<file path="src/rtl/cpu_pkg.sv">
// cpu_pkg: definitions shared by the instruction-fetch front end.
//   CPU_ADDR_W / CPU_INST_W : default PC and instruction widths
//   PC_STEP                 : byte distance between sequential instructions
//   fetch_entry_t           : queue entry layout {pc, inst} at the default widths;
//                             the queue stores the same {pc, inst} packing at any width.
package cpu_pkg;

    localparam int CPU_ADDR_W = 32;
    localparam int CPU_INST_W = 32;
    localparam int PC_STEP    = 4;

    typedef struct packed {
        logic [CPU_ADDR_W-1:0] pc;
        logic [CPU_INST_W-1:0] inst;
    } fetch_entry_t;

endpackage

</file>
<file path="src/rtl/prefetch_fifo.sv">
// prefetch_fifo: DEPTH-entry register queue used as the prefetch buffer.
//   clk, rst      : clock, synchronous active-high reset
//   flush         : drop every entry (pointers and count clear); wins over push/pop
//   push, wdata   : write one entry at the tail
//   pop           : retire the head entry
//   rdata         : head entry (stale contents when empty)
//   count         : occupied entries (registered)
//   full, empty   : occupancy flags
// DEPTH must be a power of two so the pointers wrap by natural overflow.
module prefetch_fifo #(
    parameter int WIDTH = 64,
    parameter int DEPTH = 4
) (
    input  logic                         clk,
    input  logic                         rst,
    input  logic                         flush,
    input  logic                         push,
    input  logic                         pop,
    input  logic [WIDTH-1:0]             wdata,
    output logic [WIDTH-1:0]             rdata,
    output logic [$clog2(DEPTH+1)-1:0]   count,
    output logic                         full,
    output logic                         empty
);

    localparam int PTR_W = $clog2(DEPTH);
    localparam int CNT_W = $clog2(DEPTH+1);

    logic [PTR_W-1:0] rd_ptr_q, rd_ptr_d;
    logic [PTR_W-1:0] wr_ptr_q, wr_ptr_d;
    logic [CNT_W-1:0] count_q, count_d;
    logic [WIDTH-1:0] mem_q [DEPTH];
    logic [WIDTH-1:0] mem_d [DEPTH];

    // Pointer and occupancy next-state; flush discards everything at once.
    always_comb begin
        rd_ptr_d = rd_ptr_q;
        wr_ptr_d = wr_ptr_q;
        count_d  = count_q;
        if (flush) begin
            rd_ptr_d = '0;
            wr_ptr_d = '0;
            count_d  = '0;
        end else begin
            if (push) begin
                wr_ptr_d = wr_ptr_q + PTR_W'(1);
            end else begin
                wr_ptr_d = wr_ptr_q;
            end
            if (pop) begin
                rd_ptr_d = rd_ptr_q + PTR_W'(1);
            end else begin
                rd_ptr_d = rd_ptr_q;
            end
            case ({push, pop})
                2'b10:   count_d = count_q + CNT_W'(1);
                2'b01:   count_d = count_q - CNT_W'(1);
                default: count_d = count_q;
            endcase
        end
    end

    // Storage next-state: only the tail slot can change.
    always_comb begin
        mem_d = mem_q;
        if (push && !flush) begin
            mem_d[wr_ptr_q] = wdata;
        end else begin
            mem_d = mem_q;
        end
    end

    // Control registers.
    always_ff @(posedge clk) begin
        if (rst) begin
            rd_ptr_q <= '0;
            wr_ptr_q <= '0;
            count_q  <= '0;
        end else begin
            rd_ptr_q <= rd_ptr_d;
            wr_ptr_q <= wr_ptr_d;
            count_q  <= count_d;
        end
    end

    // Data registers; contents are qualified by count, so no reset is needed.
    always_ff @(posedge clk) begin
        mem_q <= mem_d;
    end

    // Head and status outputs, all taken straight from registers.
    always_comb begin
        rdata = mem_q[rd_ptr_q];
        count = count_q;
        full  = (count_q == CNT_W'(DEPTH));
        empty = (count_q == CNT_W'(0));
    end

endmodule

</file>
<file path="src/rtl/prefetch_unit.sv">
// prefetch_unit: instruction-fetch front end with a DEPTH-entry prefetch queue.
// Keeps the synchronous instruction memory busy while decode stalls, tags each
// delivered word with its PC, and discards wrong-path words on a redirect.
//   clk, rst                    : clock, synchronous active-high reset
//   imem_req, imem_addr         : fetch request (word aligned address)
//   imem_rdata                  : memory word, valid the cycle after the request
//   redirect_valid, redirect_pc : taken branch/jump/return from ID (pc[1:0] ignored)
//   out_valid, out_ready        : head handshake toward decode
//   out_inst, out_pc            : head instruction and its PC
//   level                       : occupied queue entries (registered)
// Build option: define PREFETCH_BYPASS_EN to present a fresh response directly
// on the outputs when the queue is empty (saves one cycle of latency).
module prefetch_unit
    import cpu_pkg::*;
#(
    parameter int                ADDR_W   = CPU_ADDR_W,
    parameter int                INST_W   = CPU_INST_W,
    parameter int                DEPTH    = 4,
    parameter logic [ADDR_W-1:0] RESET_PC = '0
) (
    input  logic                        clk,
    input  logic                        rst,
    output logic                        imem_req,
    output logic [ADDR_W-1:0]           imem_addr,
    input  logic [INST_W-1:0]           imem_rdata,
    input  logic                        redirect_valid,
    input  logic [ADDR_W-1:0]           redirect_pc,
    output logic                        out_valid,
    input  logic                        out_ready,
    output logic [INST_W-1:0]           out_inst,
    output logic [ADDR_W-1:0]           out_pc,
    output logic [$clog2(DEPTH+1)-1:0]  level
);

    localparam int                CNT_W      = $clog2(DEPTH+1);
    localparam int                OCC_W      = CNT_W + 1;
    localparam int                ENT_W      = ADDR_W + INST_W;
    localparam logic [ADDR_W-1:0] ALIGN_MASK = ~ADDR_W'(2'b11);
    localparam logic [ADDR_W-1:0] STEP       = ADDR_W'(PC_STEP);

    logic [ADDR_W-1:0] fpc_q, fpc_d;
    logic [ADDR_W-1:0] inflight_pc_q, inflight_pc_d;
    logic              inflight_q, inflight_d;
    logic              kill_q, kill_d;

    logic              issue_s;
    logic              resp_s;
    logic              bypass_s;
    logic              push_s;
    logic              pop_s;
    logic [OCC_W-1:0]  occ_s;
    logic [ENT_W-1:0]  wdata_s;
    logic [ENT_W-1:0]  head_s;
    logic [CNT_W-1:0]  count_s;
    logic              full_s;
    logic              empty_s;

    prefetch_fifo #(
        .WIDTH (ENT_W),
        .DEPTH (DEPTH)
    ) u_fifo (
        .clk   (clk),
        .rst   (rst),
        .flush (redirect_valid),
        .push  (push_s),
        .pop   (pop_s),
        .wdata (wdata_s),
        .rdata (head_s),
        .count (count_s),
        .full  (full_s),
        .empty (empty_s)
    );

    // Per-cycle decisions: issue, accept the response, and the decode handshake.
    // Counting the in-flight word in the occupancy guarantees a slot for every
    // response, so the queue can never overflow.
    always_comb begin
        occ_s   = {1'b0, count_s} + {{CNT_W{1'b0}}, inflight_q};
        issue_s = !rst && !redirect_valid && !full_s && (occ_s < OCC_W'(DEPTH));
        resp_s  = inflight_q && !kill_q && !redirect_valid;
`ifdef PREFETCH_BYPASS_EN
        bypass_s = resp_s && empty_s;
`else
        bypass_s = 1'b0;
`endif
        out_valid = (!empty_s || bypass_s) && !redirect_valid;
        // A bypassed word never occupies the queue, so a bypass accept is not a pop.
        pop_s     = out_valid && out_ready && !empty_s;
        push_s    = resp_s && !(bypass_s && out_ready);
        wdata_s   = {inflight_pc_q, imem_rdata};
        imem_req  = issue_s;
        imem_addr = fpc_q & ALIGN_MASK;
        level     = count_s;
    end

    // Head fields: queue head, or the fresh response when it is being bypassed.
    always_comb begin
        out_pc   = head_s[ENT_W-1:INST_W];
        out_inst = head_s[INST_W-1:0];
`ifdef PREFETCH_BYPASS_EN
        if (bypass_s) begin
            out_pc   = inflight_pc_q;
            out_inst = imem_rdata;
        end else begin
            out_pc   = head_s[ENT_W-1:INST_W];
            out_inst = head_s[INST_W-1:0];
        end
`endif
    end

    // Fetch-address and in-flight tracking next-state; redirect wins over issue.
    always_comb begin
        fpc_d         = fpc_q;
        inflight_d    = issue_s;
        inflight_pc_d = inflight_pc_q;
        kill_d        = redirect_valid && inflight_q;
        if (redirect_valid) begin
            fpc_d = redirect_pc & ALIGN_MASK;
        end else if (issue_s) begin
            fpc_d = fpc_q + STEP;
        end else begin
            fpc_d = fpc_q;
        end
        if (issue_s) begin
            inflight_pc_d = fpc_q & ALIGN_MASK;
        end else begin
            inflight_pc_d = inflight_pc_q;
        end
    end

    // Fetch-side registers.
    always_ff @(posedge clk) begin
        if (rst) begin
            fpc_q         <= RESET_PC & ALIGN_MASK;
            inflight_q    <= 1'b0;
            inflight_pc_q <= '0;
            kill_q        <= 1'b0;
        end else begin
            fpc_q         <= fpc_d;
            inflight_q    <= inflight_d;
            inflight_pc_q <= inflight_pc_d;
            kill_q        <= kill_d;
        end
    end

endmodule

</file>
<file path="config.mk">
export PLATFORM = sky130hd
export DESIGN_NAME = prefetch_unit
export DESIGN_NICKNAME = d
export VERILOG_FILES = /design/src/rtl/cpu_pkg.sv /design/src/rtl/prefetch_fifo.sv /design/src/rtl/prefetch_unit.sv
export SDC_FILE = /design/constraint.sdc
export NUM_CORES = 1
export LEC_CHECK = 0
export CORE_AREA = 2 2 207 148
export DETAILED_ROUTE_END_ITERATION = 8
export DIE_AREA = 0 0 209 150
export GPL_TIMING_DRIVEN = 1
export HOLD_SLACK_MARGIN = 0.1
export MAX_ROUTING_LAYER = met4
export PLACE_DENSITY = 0.68
export SLEW_MARGIN = 20
export SYNTH_ARGS = -nofsm -noshare
export SYNTH_HDL_FRONTEND = slang
export SYNTH_SLANG_ARGS = --single-unit
</file>
<file path="constraint.sdc">
create_clock -name clk -period 4.2 [get_ports clk]
set_clock_uncertainty 0.15 [all_clocks]
set_input_delay 0.84 -clock clk [delete_from_list [all_inputs] [get_ports clk]]
set_output_delay 0.84 -clock clk [all_outputs]
set_load 0.01 [all_outputs]
</file>
==> results.sh <==
export IMPL_status="finished, final reports clean"
export IMPL_rr_endpoint="fpc_q[21]"
export IMPL_finalSetupViolCount=0
export IMPL_synthesis_area_um2=12200
export IMPL_p_leak_uw=0.00501
export IMPL_die_w_um=209
export IMPL_ys_types=44
export IMPL_ys_seq_area_frac=0.726
export IMPL_p_total_uw=6580
export IMPL_cp_max_fo=8
export IMPL_wl_per_cell_um=20.3
export IMPL_io_pins=169
export IMPL_worstRegToRegCells=5
export IMPL_worstReg2RegStart="fpc_q[2]"
export IMPL_layout_commonest_cell="edfxtp_1"
export IMPL_n_antenna_cell=0
export IMPL_dp_hpwl_um=16300
export IMPL_crit_required_ps=3210
export IMPL_via_count=7058
export IMPL_drt_iter0_drc=493
export IMPL_synthArstFlopShare=0
export IMPL_peakVddDrop_mv=0.256
export IMPL_finish_utilization=0.521
export IMPL_cp_top_family="buffers and inverters"
export IMPL_rsz0062_at_grt="false"
export IMPL_crit_start="redirect_valid"
export IMPL_drc_errors=0
export IMPL_fp_dieArea_um2=31400
export IMPL_worst_pin_slew_ps=961
export IMPL_powerDensity_nw_per_um2=428
export IMPL_final_cell_mix="edfxtp_1, clkdlybuf4s50_1, nand2_1, dfxtp_1, mux4_2"
export IMPL_synth_edff_count=248
export IMPL_layout_drive_gt1_share=0.153
export IMPL_worst_setup_path_start_kind="primary input"
export IMPL_cts_hold_buf=0
export IMPL_fin_cells=1319
export IMPL_slew_viol_final=0
export IMPL_worstSetupEndpointType="output pin"
export IMPL_finalCriticalPeriod_ps=3600
export IMPL_numCtsBuffers=31
export IMPL_setup_ws_ps=598
export IMPL_start_util=0.412
export IMPL_clkSlewWorstSetupHoldPaths_ps=60
export IMPL_avgSynthCellArea_um2=16.3
export IMPL_r2r_setup_slack_ps=1620
export IMPL_relSlewSlack=0.353
export IMPL_cp_common_cell="clkdlybuf4s50_1"
export IMPL_globalRouteOverflowTotal=0
export IMPL_area_growth_pct=26.3
export IMPL_drt_wl_total_um=26700
export IMPL_ys_seq_elements=317
export IMPL_vias_per_cell=5.35
export IMPL_crit_buf_inv=3
export IMPL_ant_nets=0
export IMPL_worstPathCellList="clkdlybuf4s50_1 -> or2_1 -> a311o_2 -> clkinv_1 -> clkdlybuf4s50_1"
export IMPL_slowest_stage="clkdlybuf4s50_1"
export IMPL_ctsResizeCount=0
export IMPL_cp_endpoint="imem_req"
export IMPL_drtPass1Iterations=5
export IMPL_critPathMaxStageDelay_ps=530
export IMPL_gp_congestion=0.784
export IMPL_synthFlopType="edfxtp_1"
export IMPL_yosys_warnings=0
export IMPL_cts_htree_levels=1
export IMPL_grt_max_degree=70
export IMPL_final_nets=985
export IMPL_coreArea_um2=29500
export IMPL_die_h_um=150
export IMPL_cp_num_cells=5
export IMPL_antenna_found_initial=0
export IMPL_tns_ps=0
export IMPL_postCtsSetupBuffers=0
export IMPL_fmax_mhz=278
export IMPL_hold_path_class="register to register"
export IMPL_grtUsageTotal=0.176
export IMPL_clockBufferDepth=3
export IMPL_period_share=0.858
export IMPL_std_cell_rows=53
export IMPL_syn_inst=744
export IMPL_pre_cts_slack_ps=581
export IMPL_grt_pass1_vias=6932
export IMPL_tritoncts="done"
export IMPL_hold_viol_final=0
export IMPL_dp_cells=1262
export IMPL_grt_pass1_wl_um=41100
export IMPL_port_buffers=162
export IMPL_critPathArrivalTime_ps=2610
export IMPL_cts_root_buf="clkbuf_16"
export IMPL_critPathKind="primary input to output pin"
export IMPL_cts_sinks=317
export IMPL_cap_violations=0
export IMPL_clk_latency_ps=560
[cell type report]
cell class,instances,area (um^2)
fillers,2429,14100
well taps,385,482
flip-flops and latches,317,8840
inverters,13,48.8
clock inverters,11,90.1
clock buffers,46,962
repair buffers,179,1830
multi-input cells,368,3110
[registers in the layout (all words and copies together) (netlist names)]
register         flops
fpc_q               30
inflight_pc_q       30
inflight_q           1
kill_q               1
u_fifo.count         3
u_fifo.mem_q       248
u_fifo.rd_ptr_q      2
u_fifo.wr_ptr_q      2
[worst min path at each step]
stage,cells past startpoint,start,to
finish,2,inflight_pc_q[13],inflight_pc_q[13]
detailed placement,2,inflight_pc_q[12],inflight_pc_q[12]
global route,1,inflight_q,kill_q
CTS,2,inflight_pc_q[13],inflight_pc_q[13]
floorplan,1,inflight_q,kill_q
global placement,2,inflight_pc_q[13],inflight_pc_q[13]
[power by group]
group,switching (uW),internal [uW],total [uW]
Combinational,147,165,311
Clock,1150,1650,2790
Sequential,55.9,3420,3470
Total,1350,5230,6580
[cells in the mapped netlist (all sizes together), types with 3 or more instances]
| library cell | n | area share |
|---|---|---|
| mux4 | 62 | 0.11 |
| o22ai | 10 | 0.0051 |
| ha | 6 | 0.0062 |
| or3 | 5 | 0.0030 |
| nor2 | 19 | 0.0059 |
| clkbuf | 31 | 0.0097 |
| nand3 | 17 | 0.0070 |
| and2 | 13 | 0.0067 |
| a21oi | 51 | 0.021 |
| xnor2 | 6 | 0.0043 |
| nand4 | 10 | 0.0051 |
| nand2 | 79 | 0.024 |
| xor2 | 9 | 0.0065 |
| a31oi | 15 | 0.0077 |
| a22oi | 5 | 0.0031 |
| or2 | 3 | 0.0015 |
| dfxtp | 69 | 0.11 |
| nor4 | 7 | 0.0036 |
| o21ai | 9 | 0.0037 |
| and3 | 10 | 0.0051 |
| buf | 18 | 0.0078 |
| nor3 | 10 | 0.0041 |
| edfxtp | 248 | 0.61 |
| inv | 12 | 0.0037 |
| nor2b | 3 | 0.0015 |
[through the flow]
| step | hold WS, ps | area (um^2) |
|---|---|---|
| after floorplan | 296 | 12200 |
| after global placement | 328 | 14300 |
| after detailed placement | 342 | 14300 |
| after CTS | 350 | 15400 |
| after global routing | 371 | 15400 |
| final | 347 | 15400 |
[worst min-delay path: stages (launching register included)]
cell     delay [ps]
dfxtp_1         340
nand2_1          60
a21oi_1          50
[layer usage]
metal,GRT usage,routed length (um),share of wire
met1,0.253,12500,0.47
met2,0.263,12100,0.45
met3,0.0353,1700,0.063
met4,0.0354,471,0.018
met5,-,0,0
[cell families (layout without fill, tap and decap cells)]
family / count (synthesis) / in the layout / share of synthesized area
adder cells (fa/ha/maj): 7 / 7 / 0.00782
other: 1 / 4 / 0.000308
buffers and inverters: 62 / 249 / 0.0215
flip-flops: 317 / 317 / 0.726
multiplexers: 64 / 64 / 0.117
AO/OA/AOI/OAI: 99 / 99 / 0.0471
AND/OR/NAND/NOR: 179 / 179 / 0.0700
XOR/XNOR: 15 / 15 / 0.0108
Power figures use the tool's default switching activity.
